### src/rtl/camera_key_ctrl.sv
// camera_key_ctrl
// Converts PS/2 set-2 scan-code bytes into a camera move code, a count of the
// cycles the key was held, and a one-cycle load strobe for the camera datapath.
// Optional build macro: CAM_SPEED_BOOST_EN (Left Shift doubles the loaded count).
module camera_key_ctrl #(
    parameter logic [31:0] MAX_CNT         = 32'hFFFF_FFFF,
    parameter bit          FLUSH_ON_SWITCH = 1'b1
) (
    input  logic        clk,
    input  logic        rst,
    input  logic [7:0]  scan_code,
    input  logic        scan_valid,
    input  logic        frame_tick,
    output logic [2:0]  key,
    output logic [31:0] cnt,
    output logic        ld_curr_camera,
    output logic        key_held
);

    typedef enum logic [1:0] {
        P_NORM    = 2'd0,
        P_BRK     = 2'd1,
        P_EXT     = 2'd2,
        P_EXT_BRK = 2'd3
    } pfx_e;

    // Returns {mapped, move_code} for a set-2 make/break code.
    function automatic logic [3:0] map_code(input logic [7:0] b);
        case (b)
            8'h23:   map_code = {1'b1, 3'b000};
            8'h1C:   map_code = {1'b1, 3'b001};
            8'h2D:   map_code = {1'b1, 3'b010};
            8'h2B:   map_code = {1'b1, 3'b011};
            8'h1D:   map_code = {1'b1, 3'b100};
            8'h1B:   map_code = {1'b1, 3'b101};
            default: map_code = {1'b0, 3'b000};
        endcase
    endfunction

`ifdef CAM_SPEED_BOOST_EN
    // Doubled count, clamped to the ceiling without overflowing 32 bits.
    function automatic logic [31:0] boost_scale(input logic [31:0] a);
        logic [32:0] dbl;
        dbl = {a, 1'b0};
        if (dbl > {1'b0, MAX_CNT}) begin
            boost_scale = MAX_CNT;
        end else begin
            boost_scale = dbl[31:0];
        end
    endfunction
`endif

    pfx_e        pfx_q, pfx_d;
    logic        held_q, held_d;
    logic [2:0]  code_q, code_d;
    logic [31:0] accum_q, accum_d;
    logic [2:0]  key_q, key_d;
    logic [31:0] cnt_q, cnt_d;
    logic        ld_q, ld_d;
`ifdef CAM_SPEED_BOOST_EN
    logic        boost_q, boost_d;
`endif

    logic        make_s;
    logic        brk_s;
    logic [3:0]  map_s;
    logic        press_s;
    logic        switch_s;
    logic        release_s;
    logic        fire_s;
    logic        tick_blocked_s;
    logic [31:0] load_cnt_s;

    // Next-state logic: prefix decoding, held-key tracking, accumulator and load.
    always_comb begin
        pfx_d      = pfx_q;
        held_d     = held_q;
        code_d     = code_q;
        accum_d    = accum_q;
        key_d      = key_q;
        cnt_d      = cnt_q;
        ld_d       = 1'b0;
        make_s     = 1'b0;
        brk_s      = 1'b0;
`ifdef CAM_SPEED_BOOST_EN
        boost_d    = boost_q;
`endif

        if (scan_valid) begin
            case (pfx_q)
                P_NORM: begin
                    if (scan_code == 8'hF0) begin
                        pfx_d = P_BRK;
                    end else if (scan_code == 8'hE0) begin
                        pfx_d = P_EXT;
                    end else begin
                        make_s = 1'b1;
                    end
                end
                P_BRK: begin
                    brk_s = 1'b1;
                    pfx_d = P_NORM;
                end
                P_EXT: begin
                    if (scan_code == 8'hF0) begin
                        pfx_d = P_EXT_BRK;
                    end else begin
                        pfx_d = P_NORM;
                    end
                end
                P_EXT_BRK: pfx_d = P_NORM;
                default:   pfx_d = P_NORM;
            endcase
        end else begin
            pfx_d = pfx_q;
        end

        map_s     = map_code(scan_code);
        // A typematic repeat of the held key is not a new press.
        press_s   = make_s && map_s[3] && !(held_q && (map_s[2:0] == code_q));
        // A new key while motion is pending for a different code.
        switch_s  = press_s && (map_s[2:0] != code_q) && (accum_q != 32'd0);
        release_s = brk_s && map_s[3] && held_q && (map_s[2:0] == code_q);
        // A strobe on the previous cycle blocks another one this cycle.
        fire_s    = ((frame_tick && (accum_q != 32'd0)) || (switch_s && FLUSH_ON_SWITCH)) && !ld_q;
        tick_blocked_s = (accum_q != 32'd0) && ld_q;

`ifdef CAM_SPEED_BOOST_EN
        if (boost_q) begin
            load_cnt_s = boost_scale(accum_q);
        end else begin
            load_cnt_s = accum_q;
        end
`else
        load_cnt_s = accum_q;
`endif

        if (fire_s) begin
            ld_d  = 1'b1;
            key_d = code_q;
            cnt_d = load_cnt_s;
        end else begin
            ld_d  = 1'b0;
        end

        // Switch always ends the old window (flushed or discarded).
        if (switch_s) begin
            accum_d = 32'd0;
        end else if (frame_tick) begin
            if (tick_blocked_s) begin
                accum_d = accum_q;
            end else begin
                accum_d = {31'd0, held_q};
            end
        end else if (held_q && (accum_q != MAX_CNT)) begin
            accum_d = accum_q + 32'd1;
        end else begin
            accum_d = accum_q;
        end

        if (press_s) begin
            held_d = 1'b1;
            code_d = map_s[2:0];
        end else if (release_s) begin
            held_d = 1'b0;
        end else begin
            held_d = held_q;
        end

`ifdef CAM_SPEED_BOOST_EN
        if (make_s && (scan_code == 8'h12)) begin
            boost_d = 1'b1;
        end else if (brk_s && (scan_code == 8'h12)) begin
            boost_d = 1'b0;
        end else begin
            boost_d = boost_q;
        end
`endif
    end

    // State registers with synchronous reset.
    always_ff @(posedge clk) begin
        if (rst) begin
            pfx_q   <= P_NORM;
            held_q  <= 1'b0;
            code_q  <= 3'b000;
            accum_q <= 32'd0;
            key_q   <= 3'b000;
            cnt_q   <= 32'd0;
            ld_q    <= 1'b0;
`ifdef CAM_SPEED_BOOST_EN
            boost_q <= 1'b0;
`endif
        end else begin
            pfx_q   <= pfx_d;
            held_q  <= held_d;
            code_q  <= code_d;
            accum_q <= accum_d;
            key_q   <= key_d;
            cnt_q   <= cnt_d;
            ld_q    <= ld_d;
`ifdef CAM_SPEED_BOOST_EN
            boost_q <= boost_d;
`endif
        end
    end

    assign key            = key_q;
    assign cnt            = cnt_q;
    assign ld_curr_camera = ld_q;
    assign key_held       = held_q;

endmodule
### config.mk
export PLATFORM = sky130hd
export DESIGN_NAME = camera_key_ctrl
export DESIGN_NICKNAME = d
export VERILOG_FILES = /design/src/rtl/camera_key_ctrl.sv
export SDC_FILE = /design/constraint.sdc
export NUM_CORES = 1
export LEC_CHECK = 0
export CORE_MARGIN = 2
export CORE_UTILIZATION = 36
export CTS_CLUSTER_DIAMETER = 150
export DETAILED_ROUTE_END_ITERATION = 16
export PLACE_DENSITY = 0.65
export RECOVER_POWER = 100
export SYNTH_ARGS = -nofsm -noshare
export SYNTH_HDL_FRONTEND = slang
export SYNTH_SLANG_ARGS = --single-unit
### constraint.sdc
create_clock -name clk -period 2.45 [get_ports clk]
set_input_delay 0.6125 -clock clk [delete_from_list [all_inputs] [get_ports clk]]
set_output_delay 0.6125 -clock clk [all_outputs]
set_load 0.05 [all_outputs]
## Word level (Yosys, flattened, before mapping)

Index checks and enable logic that the tools add are counted.
Widths: inputs -> output; s select.

- Register bits: 74
- Bits of input ports: 12
- Output and inout bits: 37

- Equality and inequality tests: 16
- Reductions and logical operators: 23
- $add $sub $neg: 1
- Muxes and demuxes: 17

Operators by type and width:

| cell | count |
|---|---|
| $mux 32 | 3 |
| $add 32x1->32 const B | 1 |
| $ne 32x32->1 const B | 1 |
| $reduce_bool 32->1 | 1 |
| $eq 8x5->1 const B | 3 |
| $eq 8x6->1 const B | 3 |
| $pmux 4 s6 | 1 |
| $eq 8x8->1 const B | 2 |
| $logic_and 1x1->1 | 12 |
| $mux 1 | 9 |
| $mux 2 | 3 |
| $pmux 2 s3 | 1 |
| $eq 2x2->1 const B | 2 |
| $reduce_and 2->1 | 2 |
| $reduce_bool 2->1 | 2 |
| $reduce_or 2->1 | 2 |
| $eq 3x3->1 | 1 |
| $ne 3x3->1 | 1 |
| $ne 3x3->1 const B | 1 |
| $eq 2x1->1 const B | 1 |
| $logic_not 1->1 | 2 |
| $logic_not 2->1 | 1 |
| $ne 2x2->1 const B | 1 |
| $logic_or 1x1->1 | 1 |

## Longest topological paths before layout

Gate-level depths: netlist of run 1.

- Word-level depth: 12
- Gate-level depth with buffers: 10

## Worst setup path after synthesis of run 1

Ideal clock, no wire load.

- Path kind: input port to flip-flop
- Start: input port scan_code[7]
- End: register cnt_q[0], in the netlist cnt[0]
- Stages: 9
- Path slack: -0.020 ns
- Buffers on the path: 3
- Arrival: 2.403 ns
- Path through: nor3b_4 > a41oi_1 > or3_1 > a2111o_1 > buf_6 > and2_1 > buf_6 > buf_6 > o21ai_2

- Longest elaborated chain between the ends: 11
- Elaborated cells on any way between the ends: 23
- Those cells by class: eq/ne: 10; mux: 5; reduce/logical: 8

Ends and longest elaborated chain:

| what | RTL line | RTL |
|---|---|---|
| from (decl) | 11 | `input logic [7:0] scan_code,` |
| branches (longest 7 deep; another with $eq 8x5->1) | n/a |  |
| $logic_and 1x1->1 * (2 in a row) | 122 | `switch_s = press_s && (map_s[2:0] != code_q) && (accum_q != 32'd0);` |
| $logic_or 1x1->1 * | 125 | `fire_s = ((frame_tick && (accum_q != 32'd0)) \|\| (switch_s && FLUSH_ON_SWITCH)) && !ld_q;` |
| $logic_and 1x1->1 * | 125 |  |
| to (signal assigned) | 200 | `cnt_q <= cnt_d;` |
| to (decl) | 58 | `logic [31:0] cnt_q, cnt_d;` |

Every way passes the cells marked *.
A chain may end at the register's enable or synchronous reset.

## Worst setup path in the final report of run 1

- Start: input port scan_code[0]
- End: register cnt_q[29], in the netlist cnt[29]

Same word-level chain as after synthesis.

==> results of run 1 <==
cells in the mapped netlist (all sizes together) (2+ instances only):
| cell | n | area (sq um) |
|---|---|---|
| dfxtp | 74 | 1480 |
| o21ai | 50 | 363 |
| nand2b | 36 | 225 |
| nand4b | 36 | 315 |
| nor2 | 26 | 97.6 |
| a21oi | 25 | 125 |
| nand3 | 23 | 115 |
| clkbuf | 22 | 82.6 |
| nand2 | 16 | 60.1 |
| nand4 | 15 | 93.8 |
| xor2 | 13 | 114 |
| inv | 12 | 45.0 |
| or3 | 12 | 75.1 |
| nor4 | 9 | 77.6 |
| o31ai | 8 | 60.1 |
| a211oi | 7 | 57.6 |
| buf | 7 | 66.3 |
| nor3 | 7 | 35.0 |
| or4 | 7 | 52.6 |
| nor2b | 6 | 37.5 |
| and3 | 4 | 25.0 |
| a2111oi | 3 | 26.3 |
| and3b | 3 | 26.3 |
| and4 | 3 | 26.3 |
| xnor2 | 3 | 26.3 |
| a41oi | 2 | 17.5 |
| ha | 2 | 25.0 |
| nand3b | 2 | 15.0 |
| nor4b | 2 | 17.5 |
| or2 | 2 | 12.5 |
| or4b | 2 | 20.0 |
registers in the layout (all words and copies together) (netlist names):
name and flops:
key_held 1, ld_curr_camera 1, accum_q 32, key 3
pfx_q 2, code_q 3, cnt 32
metrics by stage:
step / instance area, sq um / total power, mW
floorplan: 3970 / 1.31
global placement: 4860 / 1.38
detailed placement: 4860 / 1.38
CTS: 5300 / 2.36
global route: 5260 / 2.43
finish: 5260 / 2.35
layer usage:
layer / global-route usage / share of wire
met1: 0.245 / 0.44
met2: 0.338 / 0.48
met3: 0.0406 / 0.050
met4: 0.0806 / 0.031
met5: 0 / 0
cell families (layout without fill, tap and decap cells):
kind of cell	Yosys count	count (layout)	synth area share
and+or+nand+nor	214	221	0.345
AOI/OAI and AO/OA	106	106	0.190
buffers and inverters	41	137	0.0490
DFF	74	74	0.374
adders and majority gates	2	2	0.00632
xor gates and xnor gates	16	16	0.0354
worst max-delay path, stage by stage:
cell	delay, ps
dlygate4sd2_1	290
and3b_2	260
a32oi_2	270
nor3_2	80
clkbuf_1	110
a2111o_2	500
buf_12	170
and2_4	190
o21ai_0	170
final cells by class:
class | instances | share of cell area
Inverter | 12 | 0.00856
Tap cell | 140 | 0.0333
Timing Repair Buffer | 109 | 0.186
Sequential cell | 74 | 0.282
Clock inverter | 7 | 0.0133
Clock buffer | 9 | 0.0235
Multi-Input combinational cell | 345 | 0.454
what timing repair did:
action	in CTS	in global routing
pin swaps	10	9
buffers inserted	8	2
gates cloned	8	0
resized for setup	41	22
endpoints found under the setup margin	69	53
report_power, final:
group | switching (mW) | total (mW) | internal [mW]
clock network | 0.485 | 0.954 | 0.469
registers | 0.000433 | 1.20 | 1.20
logic | 0.0953 | 0.189 | 0.0941
worst min-delay path by stage:
stage	cells past startpoint	slack, ps	from	to
detailed placement	2	470	cnt[15]	cnt[15]
floorplan	2	460	code_q[0]	code_q[0]
global route	2	510	cnt[25]	cnt[25]
global placement	2	460	cnt[15]	cnt[15]
finish	2	470	cnt[16]	cnt[16]
CTS	2	480	cnt[9]	cnt[9]
==> metrics.txt, run 1 <==
LEAKAGE=1.91 nW; ANT cells=0; crit path to=cnt[29]; Finished Layout Cells=696; Max Fclk=roughly 420 MHz; fin crit share=0.977; clock-pin slew on the worst setup and hold paths=80 ps; core area=10,800 sq um; CTS tree=done; Residual DRC=0; Max Cap Viol=0; vias in the first global route=approximately 3,800; Vias/cell=around 5.6; H-tree depth=3; asr flop ratio synth=0; worst reg2reg setup slack=roughly 180 ps; Initial Utilization=0.367; Reg2Reg Depth=9; Max-slew headroom=0.657; # hold bufs at CTS=0; status=finished, final reports clean; Detail Route Antenna Nets=0; Worst Clk Skew=12.6 ps; Ys Warns=0; IO buf count=48; most common cell after layout, fill and taps aside=dfxtp_1; total CTS buffers=9; commonest cells after routing, fill and taps aside=dfxtp_1 (74), buf_4 (48), dlygate4sd3_1 (37), nand2b_1 (36), nand4b_1 (36); Post-Syn Area=about 4000 sq um; critical path data required time=2720 ps; Die W=109 um; Main synth FF type=dfxtp_1; Core Rows=38; first-pass GRT wire length=18,400 um; clk_lat worst skew=350 ps; Final Hold Vio Count=0; final core utilization=0.488; area taken by flip-flops and latches=1480 sq um; post-route setup slack=56.6 ps; RePlAce Congestion=0.870; All-Layer GR Usage=0.199; RSZ-0062 raised after global routing=false; reg2reg start=accum_q[0]; min cycle time layout=2390 ps; post-detail-place hpwl=between 6000 and 7000 um; synthesized net count=467; library cells used by synthesis=50; area grow syn2layout=33.0%; Power Density=446 nW/um^2; largest fanout on the critical path=6; reg2reg end=accum_q[12]; share of the yosys chip area belonging to registers=0.374; Die H=109 um; Hold WS=466 ps; layout cell share with drive strength beyond 1=0.243; routed len/inst=16.3 um; Vias=a little under 4,000; crit path launch type=primary input; max-slew violations=0; worst hold-check path type=flip-flop to flip-flop; Multi-input gate area=between 2000 and 2500 sq um; Seq cells post-synth=74; IO Count=49; Place WS=-633 ps; Setup crit end kind=flip-flop; CTS Buffer Depth=2; Root Driver=clkbuf_8; Pre-antenna DRT Iters=5; Avg Cell Area, Syn=8.74 sq um; placed cell count=662; largest net degree at the start of global routing=36; Filler Cell Count=1,065; Post-Syn Instances=453; DRT iter0 DRCs=279; Max IR drop VDD=just over 0.0003 V; critical path arrival=2660 ps; setup TNS=0 ps; initial antenna violation count=0; crit path from=scan_code[0]; Worst Tran Pin Value=513 ps; nets=roughly 570; final setup fails=0; WL final=11,300 um; GRT Residual Overflow=0; CP Class=primary input to flip-flop; DIE AREA=11,800 sq um; Post-synth EDFFs=0; # clock sinks=74
(Power assumes the default switching activity.)
==> run 2: changes to the inputs <==
Settings changed: ABC_AREA from default to 1, CORE_ASPECT_RATIO from default to 0.8, CTS_BUF_LIST from default to sky130_fd_sc_hd__clkbuf_2 sky130_fd_sc_hd__clkbuf_4 sky130_fd_sc_hd__clkbuf_8, PLACE_DENSITY 0.65 to 0.64.
==> run 2 against run 1 <==
Net effect:
- core utilization fell by 4.5 points
- clock skew down 4.1 ps
- global-route usage shrank 0.088 points
- hold slack better by 11 ps
- critical path type is now flip-flop to output port
- cell count up 28%
- setup slack better by 120 ps
- combinational power increased by 130%
- count of clock-buffer cells in the layout up 2
- critical endpoint is now key_held
- first-iteration DRC count rose by 36%
- clock power about the same
- sequential power rose by 6%
==> metrics.txt, run 2 <==
Residual DRC=0 (unchanged); IO buf count=48 (unchanged); setup TNS=0 ps (unchanged); # clock sinks=74 (unchanged); Placement Cell Area=5010 sq um (was 4860 sq um); Max stage delay cell, worst path=dlygate4sd3_1 (was a2111o_2); WL final=12,100 um (was 11,300 um); share of the yosys chip area belonging to registers=0.339 (was 0.374); crit path launch type=flip-flop (was primary input); library cells used by synthesis=26 (was 50); Finished Layout Cells=894 (was 696); setup bufs post-CTS=0 (was 8); # hold bufs at CTS=0 (unchanged); nets=757 (was 565); delay-heaviest family, CP=buffers and inverters (was compound AO/OA/AOI/OAI gates); largest fanout on the critical path=5 (was 6); area grow syn2layout=18.3% (was 33.0%); status=finished, final reports clean (unchanged); Stages on worst setup path=1 (was 9); post-route setup slack=176 ps (was 56.6 ps); Ys Warns=0 (unchanged); Die W=127 um (was 109 um); crit path to=key_held (was cnt[29]); critical path data required time=1840 ps (was 2720 ps); largest net degree at the start of global routing=51 (was 36); design area=5180 sq um (was 5260 sq um); All-Layer GR Usage=0.198 (was 0.199); Max Cap Viol=0 (unchanged); commonest cells after routing, fill and taps aside=nand2_1 (171), nor2_1 (141), nand3_1 (78), dfxtp_1 (74), a21oi_1 (67) (was dfxtp_1 (74), buf_4 (48), dlygate4sd3_1 (37), nand2b_1 (36), nand4b_1 (36)); Max IR drop VDD=0.000299 V (was 0.000311 V); top cell type's share of synthesized area=0.339 (was 0.374); Overall Power=2.65 mW (was 2.35 mW); reg2reg start=accum_q[0] (unchanged); Pre-antenna DRT Iters=6 (was 5); vias in the first global route=4,101 (was 3,752); fin crit share=0.928 (was 0.977); worst hold-check path type=flip-flop to flip-flop (unchanged); CP Class=flip-flop to output port (was primary input to flip-flop); cell accounting for the most synthesized area=dfxtp_1 (unchanged); Detail Route Antenna Nets=0 (unchanged); GRT Residual Overflow=0 (unchanged); worst path bufs/invs=1 (was 3); Main synth FF type=dfxtp_1 (unchanged); Max-slew headroom=0.486 (was 0.657); clock power share=0.360 (was 0.407); IO Count=49 (unchanged); CTS tree=done (unchanged); initial antenna violation count=0 (unchanged); Reg power frac=0.478 (was 0.513); RePlAce Congestion=0.911 (was 0.870); top-count cell post-synth=nand2_1 (was dfxtp_1); ranking of synthesized cells by area=dfxtp_1 (34%), nand2_1 (15%), nor2_1 (12%) (was dfxtp_1 (37%), nand4b_1 (8.0%), o21ai_2 (6.6%)); critical path arrival=1660 ps (was 2660 ps); Place WS=-150 ps (was -633 ps); Reg2Reg Depth=13 (was 9); Vias=4,450 (was 3,929); Seq cells post-synth=74 (unchanged); min cycle time layout=2270 ps (was 2390 ps); clock-pin slew on the worst setup and hold paths=80 ps (about the same); Initial Utilization=0.374 (was 0.367); Post-Syn Instances=698 (was 453); routed len/inst=13.6 um (was 16.3 um); Comb power frac=0.162 (was 0.081); internal power=1.89 mW (was 1.76 mW); total CTS buffers=9 (unchanged); net switching power=0.758 mW (was 0.581 mW); reg2reg end=accum_q[17] (was accum_q[12]); Core Rows=35 (was 38); Power Density=512 nW/um^2 (was 446 nW/um^2); core area=11,700 sq um (was 10,800 sq um); Die H=103 um (was 109 um); Setup crit end kind=output port (was flip-flop); DIE AREA=13,100 sq um (was 11,800 sq um); Root Driver=clkbuf_8 (unchanged); layout cell share with drive strength beyond 1=0.0791 (was 0.243); asr flop ratio synth=0 (unchanged); CTS Buffer Depth=2 (unchanged); Vias/cell=4.98 (was 5.65); H-tree depth=3 (unchanged); max-slew violations=0 (unchanged); DRT iter0 DRCs=379 (was 279); final setup fails=0 (unchanged); RSZ-0062 raised after global routing=false (unchanged); worst reg2reg setup slack=250 ps (was 180 ps); crit path from=key_held (was scan_code[0]); Worst Tran Pin Value=770 ps (was 513 ps); placed cell count=880 (was 662); Cell Chain, Critical Path=dlygate4sd3_1 (was dlygate4sd2_1 > and3b_2 > a32oi_2 > nor3_2 > clkbuf_1 > a2111o_2 > buf_12 > and2_4 > o21ai_0); Worst Clk Skew=8.59 ps (was 12.6 ps); Avg Cell Area, Syn=6.27 sq um (was 8.74 sq um); synthesized net count=712 (was 467); Net Sw Frac=0.286 (was 0.248); Multi-input gate area=2420 sq um (was 2390 sq um); clk_lat worst skew=350 ps (about the same); Post-synth EDFFs=0 (unchanged); Final Hold Vio Count=0 (unchanged); post-detail-place hpwl=9270 um (was 6870 um); PostCTS Resize Cnt=0 (was 41); most common cell after layout, fill and taps aside=nand2_1 (was dfxtp_1); Filler Cell Count=1,239 (was 1,065); Hold Path Cell Cnt=2 (unchanged); area taken by flip-flops and latches=1480 sq um (unchanged); Max Fclk=440 MHz (was 418 MHz); first-pass GRT wire length=20,400 um (was 18,400 um); LEAKAGE=2.17 nW (was 1.91 nW); synth cell count leaders=nand2_1 (171), nor2_1 (141), nand3_1 (78) (was dfxtp_1 (74), nand2b_1 (36), nand4b_1 (36)); ANT cells=0 (unchanged); Post-Syn Area=4370 sq um (was 3960 sq um); Worst path max stage delay=900 ps (was 500 ps)
[run 2: cell count changes in the layout (fill, tap and decap cells not counted), moves of 42 or more]
| cell | previous run | this run |
|---|---|---|
| nand2_1 | 16 | 171 |
| nand3_1 | 21 | 78 |
| nor2_1 | 25 | 141 |
| inv_1 | 12 | 57 |
| a21oi_1 | 25 | 67 |
[run 2: area by class of cell]
type / instances / share of cell area
Clock buffer: 11 / 0.0292
Clock inverter: 3 / 0.00774
Inverter: 69 / 0.0500
Timing Repair Buffer: 64 / 0.124
Tap cell: 148 / 0.0358
Sequential cell: 74 / 0.286
Multi-Input combinational cell: 525 / 0.467
[run 2: power by group through the flow]
stage          registers (mW)  clock network, mW  logic (mW)
2_1_floorplan            1.41                  0       0.192
3_3_place_gp             1.29                  0       0.439
3_5_place_dp             1.30                  0       0.447
4_1_cts                  1.27              0.985       0.447
5_1_grt                  1.27               1.03       0.467
6_report                 1.27              0.953       0.430
[run 2: worst min-delay path by stage]
| stage | endpoint | slack (ps) | from |
|---|---|---|---|
| 6_report | cnt[6] | 480 | cnt[6] |
| 5_1_grt | cnt[12] | 500 | cnt[12] |
| 4_1_cts | accum_q[9] | 480 | accum_q[9] |
| 3_5_place_dp | cnt[12] | 470 | cnt[12] |
| 3_3_place_gp | cnt[14] | 460 | cnt[14] |
| 2_1_floorplan | accum_q[9] | 460 | accum_q[9] |
[run 2: cell families (layout without fill, tap and decap cells)]
group / Yosys count / count (layout) / synth area share
xor+xnor: 14 / 14 / 0.0280
compound gates: 79 / 79 / 0.0921
fa+ha+maj: 2 / 2 / 0.00572
simple gates: 430 / 430 / 0.427
flops: 74 / 74 / 0.339
buf+inv: 99 / 147 / 0.109
[run 2: metal layers]
metal  track usage  vias up  wire [um]
met5             0        -          0
met4        0.0676        0        168
met3        0.0467       13        731
met2         0.294      128       4880
met1         0.282     2000       6360
li1              -     2309          -
[run 2: worst register-to-register path: stages (launching register included)]
cell and delay, ps:
dfxtp_1 480, ha_1 300, inv_2 100, nor2_8 110, nand2_2 100, nor2_4 130, nand2_1 60, nand2_1 60
nand2_1 60, nand2_2 110, buf_4 290, nor2_1 80, a21oi_1 160, nor2_1 60
[run 2: per-stage QoR]
stage               hold WS (ps)  utilization
finish                       476        0.443
floorplan                    456            -
detailed placement           466        0.428
global route                 501        0.443
CTS                          484        0.445
global placement             465        0.428
==> run 3: changes to the inputs <==
Settings changed: TNS_END_PERCENT from default to 50.
==> results of run 3 <==
The final DEF is identical to that of run 2; final timing and power are the same.
